[config.mk]
export PLATFORM = sky130hd
export DESIGN_NAME = uart_rx_fifo
export DESIGN_NICKNAME = d
export VERILOG_FILES = /design/src/rtl/uart_rx_fifo.sv
export SDC_FILE = /design/constraint.sdc
export NUM_CORES = 1
export LEC_CHECK = 0
export CAP_MARGIN = 20
export CORE_MARGIN = 5
export CORE_UTILIZATION = 35
export DETAILED_ROUTE_END_ITERATION = 6
export SETUP_SLACK_MARGIN = 0.15
export SYNTH_ARGS = -nofsm -noshare
export SYNTH_HDL_FRONTEND = slang
export SYNTH_SLANG_ARGS = --single-unit
export TNS_END_PERCENT = 5
[constraint.sdc]
create_clock -name clk -period 3.6 [get_ports clk]
set_input_delay 0.9 -clock clk [delete_from_list [all_inputs] [get_ports clk]]
set_output_delay 0.9 -clock clk [all_outputs]
set_load 0.03 [all_outputs]
[src/rtl/uart_rx_fifo.sv]
// uart_rx_fifo: captures bytes from an upstream serial receiver on the falling
// edge of its busy flag and buffers them in a circular FIFO for a consumer.
// An overflow flag records any byte dropped because the buffer was full.
module uart_rx_fifo #(
    parameter int DEPTH = 16,
    parameter int AW    = 4
) (
    input  logic          clk,
    input  logic          rst,
    input  logic [7:0]    rx_data,
    input  logic          rx_int,
    input  logic          rd_en,
    input  logic          clr_ovf,
    output logic [7:0]    rd_data,
    output logic          rd_valid,
    output logic          empty,
    output logic          full,
    output logic [AW:0]   count,
    output logic          overflow
);

    localparam logic [AW:0]   FULL_CNT = (AW + 1)'(DEPTH);
    localparam logic [AW-1:0] PTR_ONE  = {{(AW - 1){1'b0}}, 1'b1};
    localparam logic [AW:0]   CNT_ONE  = {{AW{1'b0}}, 1'b1};

    // Storage; contents are never reset, stale data is unreachable via the pointers.
    logic [7:0]    mem_q [DEPTH];

    // rx_int_q is the one-cycle delayed copy of rx_int (rx_int_d).
    logic          rx_int_q;
    logic [AW-1:0] wr_ptr_q, wr_ptr_d;
    logic [AW-1:0] rd_ptr_q, rd_ptr_d;
    logic [AW:0]   count_q, count_d;
    logic [7:0]    rd_data_q, rd_data_d;
    logic          rd_valid_q, rd_valid_d;
    logic          overflow_q, overflow_d;

    logic          wr_req_s;
    logic          empty_s;
    logic          full_s;
    logic          wr_acc_s;
    logic          rd_acc_s;
    logic          drop_s;

    // Request/accept decode: write on falling edge of rx_int, reads only when non-empty.
    always_comb begin
        empty_s  = (count_q == {(AW + 1){1'b0}});
        full_s   = (count_q == FULL_CNT);
        wr_req_s = rx_int_q & ~rx_int;
        rd_acc_s = rd_en & ~empty_s;
        wr_acc_s = wr_req_s & (~full_s | rd_en);
        drop_s   = wr_req_s & full_s & ~rd_en;
    end

    // Next-state for pointers, count, read data and the sticky overflow flag.
    always_comb begin
        wr_ptr_d   = wr_ptr_q;
        rd_ptr_d   = rd_ptr_q;
        count_d    = count_q;
        rd_data_d  = rd_data_q;
        rd_valid_d = 1'b0;
        overflow_d = overflow_q;

        if (wr_acc_s) begin
            wr_ptr_d = wr_ptr_q + PTR_ONE;
        end else begin
            wr_ptr_d = wr_ptr_q;
        end

        if (rd_acc_s) begin
            rd_ptr_d   = rd_ptr_q + PTR_ONE;
            rd_data_d  = mem_q[rd_ptr_q];
            rd_valid_d = 1'b1;
        end else begin
            rd_ptr_d   = rd_ptr_q;
            rd_data_d  = rd_data_q;
            rd_valid_d = 1'b0;
        end

        case ({wr_acc_s, rd_acc_s})
            2'b10:   count_d = count_q + CNT_ONE;
            2'b01:   count_d = count_q - CNT_ONE;
            default: count_d = count_q;
        endcase

        // A drop in the same cycle as a clear leaves the flag set.
        if (drop_s) begin
            overflow_d = 1'b1;
        end else if (clr_ovf) begin
            overflow_d = 1'b0;
        end else begin
            overflow_d = overflow_q;
        end
    end

    // Control state registers with asynchronous reset.
    always_ff @(posedge clk or posedge rst) begin
        if (rst) begin
            rx_int_q   <= 1'b0;
            wr_ptr_q   <= {AW{1'b0}};
            rd_ptr_q   <= {AW{1'b0}};
            count_q    <= {(AW + 1){1'b0}};
            rd_data_q  <= 8'h00;
            rd_valid_q <= 1'b0;
            overflow_q <= 1'b0;
        end else begin
            rx_int_q   <= rx_int;
            wr_ptr_q   <= wr_ptr_d;
            rd_ptr_q   <= rd_ptr_d;
            count_q    <= count_d;
            rd_data_q  <= rd_data_d;
            rd_valid_q <= rd_valid_d;
            overflow_q <= overflow_d;
        end
    end

    // Byte storage write; rx_data is sampled in the same cycle as the write request.
    always_ff @(posedge clk) begin
        if (wr_acc_s) begin
            mem_q[wr_ptr_q] <= rx_data;
        end
    end

    assign rd_data  = rd_data_q;
    assign rd_valid = rd_valid_q;
    assign count    = count_q;
    assign empty    = empty_s;
    assign full     = full_s;
    assign overflow = overflow_q;

endmodule

-- Word level (Yosys, flattened, before mapping)
Memory sizes are Yosys's and may differ from the RTL's. A register that Yosys moved wholly into a read port is not among the register bits.
Index checks and enable logic that the tools add are counted.
- add/subtract/negate cells: 4
- eq/ne operators: 3
- muxes and demuxes: 6
- bitwise operators: 10
- reductions and logical operators: 3
- operator list (cell ; count):
    $pmux W5 S2 ; 1
    $add A4 B1 Y4 const B ; 2
    $add A5 B1 Y5 const B ; 1
    $and A1 B1 Y1 ; 5
    $eq A5 B5 Y1 const B ; 1
    $logic_not A5 Y1 ; 1
    $mux W1 ; 5
    $sub A5 B1 Y5 const B ; 1
    $not A1 Y1 ; 4
    $reduce_bool A2 Y1 ; 2
    $eq A2 B1 Y1 const B ; 1
    $eq A2 B2 Y1 const B ; 1
    $or A1 B1 Y1 ; 1
- register bits: 16
- RAM bits: 128
- input bits: 13
- output and inout port bits: 17
- logic and storage cells: 33
- memories: 1
- memory list (memory ; depth ; bits a word ; read ports ; clocked after memory_dff ; write ports ; RTL line ; RTL):
    mem_q ; 16 ; 8 ; 1 ; 1 ; 1 ; 27 ; logic [7:0] mem_q [DEPTH];

-- Depth between registers and ports, before layout
- depth after elaboration: 6
- mapped depth: 12
- depth with buffers taken out: 12

-- Least setup slack after synthesis
No wires, ideal clock.
- path type: flip-flop to flip-flop
- start: register count_q[0], in the netlist count[0]
- end: register count_q[4], in the netlist count[4]
- library setup time: 0.136 ns
- data arrival time: 2.936 ns
- data required time: 3.464 ns
- path slack: 0.528 ns
- cell stages (with the launch flop): 11
- path buffers: 0
- clock period less this slack: 3.072 ns
- path through: dfrtp_1 -> or4_1 -> o21ai_2 -> inv_2 -> ha_1 -> ha_1 -> nor2b_1 -> o21ai_0 -> a21oi_1 -> or3b_2 -> xnor2_1
- elaborated cells on any way between the ends: 13
- RTL lines (what ; RTL line ; RTL):
    start, declared ; 33 ; logic [AW:0] count_q, count_d;
    start signal, assigned ; 102 ; count_q <= {(AW + 1){1'b0}};
    start signal, assigned ; 110 ; count_q <= count_d;
    $logic_not A5 Y1 * ; 47 ; empty_s = (count_q == {(AW + 1){1'b0}});
    $not A1 Y1 * ; 50 ; rd_acc_s = rd_en & ~empty_s;
    $and A1 B1 Y1 * ; 50 ;
    net rd_acc_s ; 42 ; logic rd_acc_s;
    $eq A2 B1 Y1 / $eq A2 B2 Y1 (equally long branches) ; 80 ; case ({wr_acc_s, rd_acc_s})
    $pmux W5 S2 / $reduce_bool A2 Y1 (equally long branches) ; n/a ;
Mark *: on every way through the listed nets, which the timed path passes. The rest lies on a longest branch.
A chain may end at the register's enable or synchronous reset.

-- Final worst setup path
- start: input port rx_int
- end: register count_q[4], in the netlist count[4]
- cells in the longest elaborated chain, start to end: 5
- elaborated cells on any way between the ends: 7
- RTL lines (what ; RTL line ; RTL):
    start, declared ; 11 ; input logic rx_int,
    $not A1 Y1 * ; 49 ; wr_req_s = rx_int_q & ~rx_int;
    $and A1 B1 Y1 * ; 49 ;
    $and A1 B1 Y1 * ; 51 ; wr_acc_s = wr_req_s & (~full_s | rd_en);
    $eq A2 B1 Y1 / $eq A2 B2 Y1 (equally long branches) ; 80 ;
    $pmux W5 S2 / $reduce_bool A2 Y1 (equally long branches) ; n/a ;
Mark *: on every way between the ends. The rest lies on a longest branch, timed or not.

==> impl_metrics.env <==
export IMPL_maxSlewHeadroom=0.393
export IMPL_vias_per_cell=4.91
export IMPL_finalNonFillerCells=598
export IMPL_dpl_cell_count=566
export IMPL_synthCells=320
export IMPL_grt_util_all_layers=0.128
export IMPL_drt_pre_antenna_iters=4
export IMPL_h_tree_depth_reported_by_cts=4
export IMPL_share_of_synthesized_area_occupied_by_flip_flops_and_latches=0.734
export IMPL_syn_mean_instance_area_um2=18.9
export IMPL_hold_worst_slack_ns=0.482
export IMPL_clock_tree_root_cell="clkbuf_16"
export IMPL_routed_wire_length_per_instance_um=19.8
export IMPL_kind_of_critical_path="in -> reg"
export IMPL_startpoint_type="primary input"
export IMPL_final_min_period_over_clock_period=0.873
export IMPL_cts_made_buffers=17
export IMPL_timing_max_transition_violations_final=0
export IMPL_grt_first_pass_wirelength_mm=18.6
export IMPL_detail_route_iter0_violations=165
export IMPL_drive_above_1_share=0.204
export IMPL_post_cts_repair_setup_buffers=0
export IMPL_ys_warn_count=0
export IMPL_routed_wirelength_mm=11.9
export IMPL_finalHoldViolCount=0
export IMPL_die_area_um2=20000
export IMPL_hold_path_class="reg -> reg"
export IMPL_vias=2936
export IMPL_clk_pin_slew_worst_paths_ns=0.06
export IMPL_detailed_route_drc_error_count=0
export IMPL_num_nets_final=383
export IMPL_dieHeight_um=142
export IMPL_row_count=48
export IMPL_cts_max_path_buffers=2
export IMPL_layout_common_cells="edfxtp_1, mux4_2, clkdlybuf4s50_1, nand2_1, dfrtp_1"
export IMPL_netlist_area_leader_share=0.635
export IMPL_initial_core_util=0.354
export IMPL_clock_tree_sinks=152
export IMPL_outcome="finished, final reports clean"
export IMPL_timing_worst_slew_pin_value_ns=0.910
export IMPL_dp_hpwl_mm=7.82
export IMPL_post_synth_instance_area_um2=6060
export IMPL_gpl_final_weighted_congestion=0.756
export IMPL_post_cts_hold_buffer_count=0
export IMPL_clock_latency_ns=0.42
export IMPL_num_io_pins=30
export IMPL_postCtsResizedCells=0
export IMPL_fp_coreArea_um2=17100
export IMPL_antenna_found_initial=0
export IMPL_power_static_leakage_nw=2.50
export IMPL_yosys_cell_types_count=34
export IMPL_number_of_maximum_capacitance_constraint_violations=0
export IMPL_shortest_period_the_worst_path_allows_ns=3.14
export IMPL_flow_area_growth_from_synthesis_pct=19.3
export IMPL_die_x_um=142
export IMPL_synth_largest_area_cell="edfxtp_1"
export IMPL_globalRoute_totalOverflow=0
export IMPL_crit_path_end_kind="flip-flop"
export IMPL_synth_nets=343
export IMPL_power_density_nw_per_um2=797
export IMPL_most_common_library_cell_in_the_layout_ignoring_fill_and_taps="edfxtp_1"
export IMPL_tritoncts="yes"
export IMPL_grt_start_max_net_pins=20
export IMPL_port_buffers=29
export IMPL_timing_clock_skew_ns=0.00634
export IMPL_finalSetupTns_ns=0
export IMPL_setup_violations=0
export IMPL_drt_antenna_violating_nets=0
export IMPL_vias_in_the_first_global_route=3139
export IMPL_max_clock_freq_ghz=0.318
export IMPL_rsz0062_at_grt="false"
export IMPL_max_vdd_ir_drop_mv=0.557
export IMPL_timing_critical_path_required_ns=3.90
export IMPL_cp_data_arrival_time_ns=3.44
export IMPL_worst_path_max_fanout=4
export IMPL_ys_ff_latch=152
export IMPL_diodes=0
export IMPL_yosys_top_cells_area="edfxtp_1, mux4_2, dfrtp_1"
routing by layer:
layer | track usage | wire length, µm | vias to the layer above
li1 | - | - | 1342
met1 | 0.174 | 5260 | 1513
met2 | 0.199 | 5780 | 66
met3 | 0.0300 | 613 | 15
met4 | 0.0515 | 214 | 0
met5 | 0 | 0 | -
report_power, final:
part	switching (mW)	internal [mW]
clock network	0.723	1.11
logic	0.764	0.765
registers	0.290	2.11
area by class of cell:
| cell class | instances | area [µm²] |
|---|---|---|
| Inverter | 12 | 45.0 |
| Fill cell | 1516 | 9890 |
| Timing Repair Buffer | 35 | 348 |
| Clock inverter | 15 | 189 |
| Tap cell | 225 | 282 |
| Clock buffer | 17 | 425 |
| Multi-Input combinational cell | 142 | 1490 |
| Sequential cell | 152 | 4450 |
stage by stage:
step / area (µm²) / util / setup slack [ns] / power, mW
after floorplan: 6060 / - / 0.528 / 3.46
after global placement: 6610 / 0.386 / 0.164 / 3.96
after detailed placement: 6610 / 0.386 / 0.0620 / 4.00
after CTS: 7220 / 0.422 / 0.474 / 5.83
after global routing: 7220 / 0.422 / 0.305 / 6.04
final: 7220 / 0.422 / 0.458 / 5.76
flip-flops by register name, summed over array words and instances (netlist names):
| register | cells |
|---|---|
| count | 5 |
| mem_q | 128 |
| overflow | 1 |
| rd_data | 8 |
| rd_ptr_q | 4 |
| rd_valid | 1 |
| rx_int_q | 1 |
| wr_ptr_q | 4 |
worst paths after layout:
| path | from | to | slack, ns | cells past startpoint |
|---|---|---|---|---|
| worst max-delay path | rx_int | count[4]$_DFFE_PP0P_ | 0.46 | 11 |
| worst min-delay path | rd_data[0]$_DFFE_PP0P_ | rd_data[0]$_DFFE_PP0P_ | 0.48 | 2 |
| worst max register to register | count[0]$_DFFE_PP0P_ | count[4]$_DFFE_PP0P_ | 0.55 | 12 |
| worst min register to register | rd_data[0]$_DFFE_PP0P_ | rd_data[0]$_DFFE_PP0P_ | 0.48 | 2 |
| max in group asynchronous | rst | wr_ptr_q[2]$_DFFE_PP0P_ | 2.28 | 3 |
| min in group asynchronous | rst | rd_ptr_q[1]$_DFFE_PP0P_ | 0.76 | 2 |
cells by family after synthesis:
group	synth area share
muxes	0.136
adders and majority gates	0.0219
and+or+nand+nor	0.0471
AOI/OAI and AO/OA	0.0264
xor gates and xnor gates	0.0145
buffers and inverters	0.0204
DFF	0.734
synthesized netlist by cell type:
cell type / count
edfxtp_1: 128
buf_6: 1
nand4_1: 2
clkbuf_1: 4
buf_2: 6
nor3_1: 1
ha_1: 9
inv_1: 11
inv_2: 1
o221ai_1: 7
buf_4: 3
nand2b_1: 1
o21ai_2: 1
a21o_1: 1
or3b_2: 1
or2_2: 1
xor2_1: 2
nand3_1: 1
o21ai_0: 11
and2_1: 8
dfrtp_1: 24
nand2_1: 26
mux2i_1: 8
xnor2_1: 8
and3_1: 9
mux4_2: 33
or4_1: 1
nor2_1: 3
nor4_1: 1
a21oi_1: 2
nor2b_1: 2
fa_1: 1
o21a_1: 1
a32o_1: 1
critical path, stage by stage:
cell	delay [ns]
clkdlybuf4s50_1	0.42
nor2b_1	0.17
o21a_1	0.18
inv_1	0.09
ha_1	0.27
ha_1	0.33
nor2b_1	0.14
o21ai_0	0.24
a21oi_1	0.11
or3b_2	0.47
xnor2_1	0.14
No activity file was read; power rests on OpenSTA's default activity.
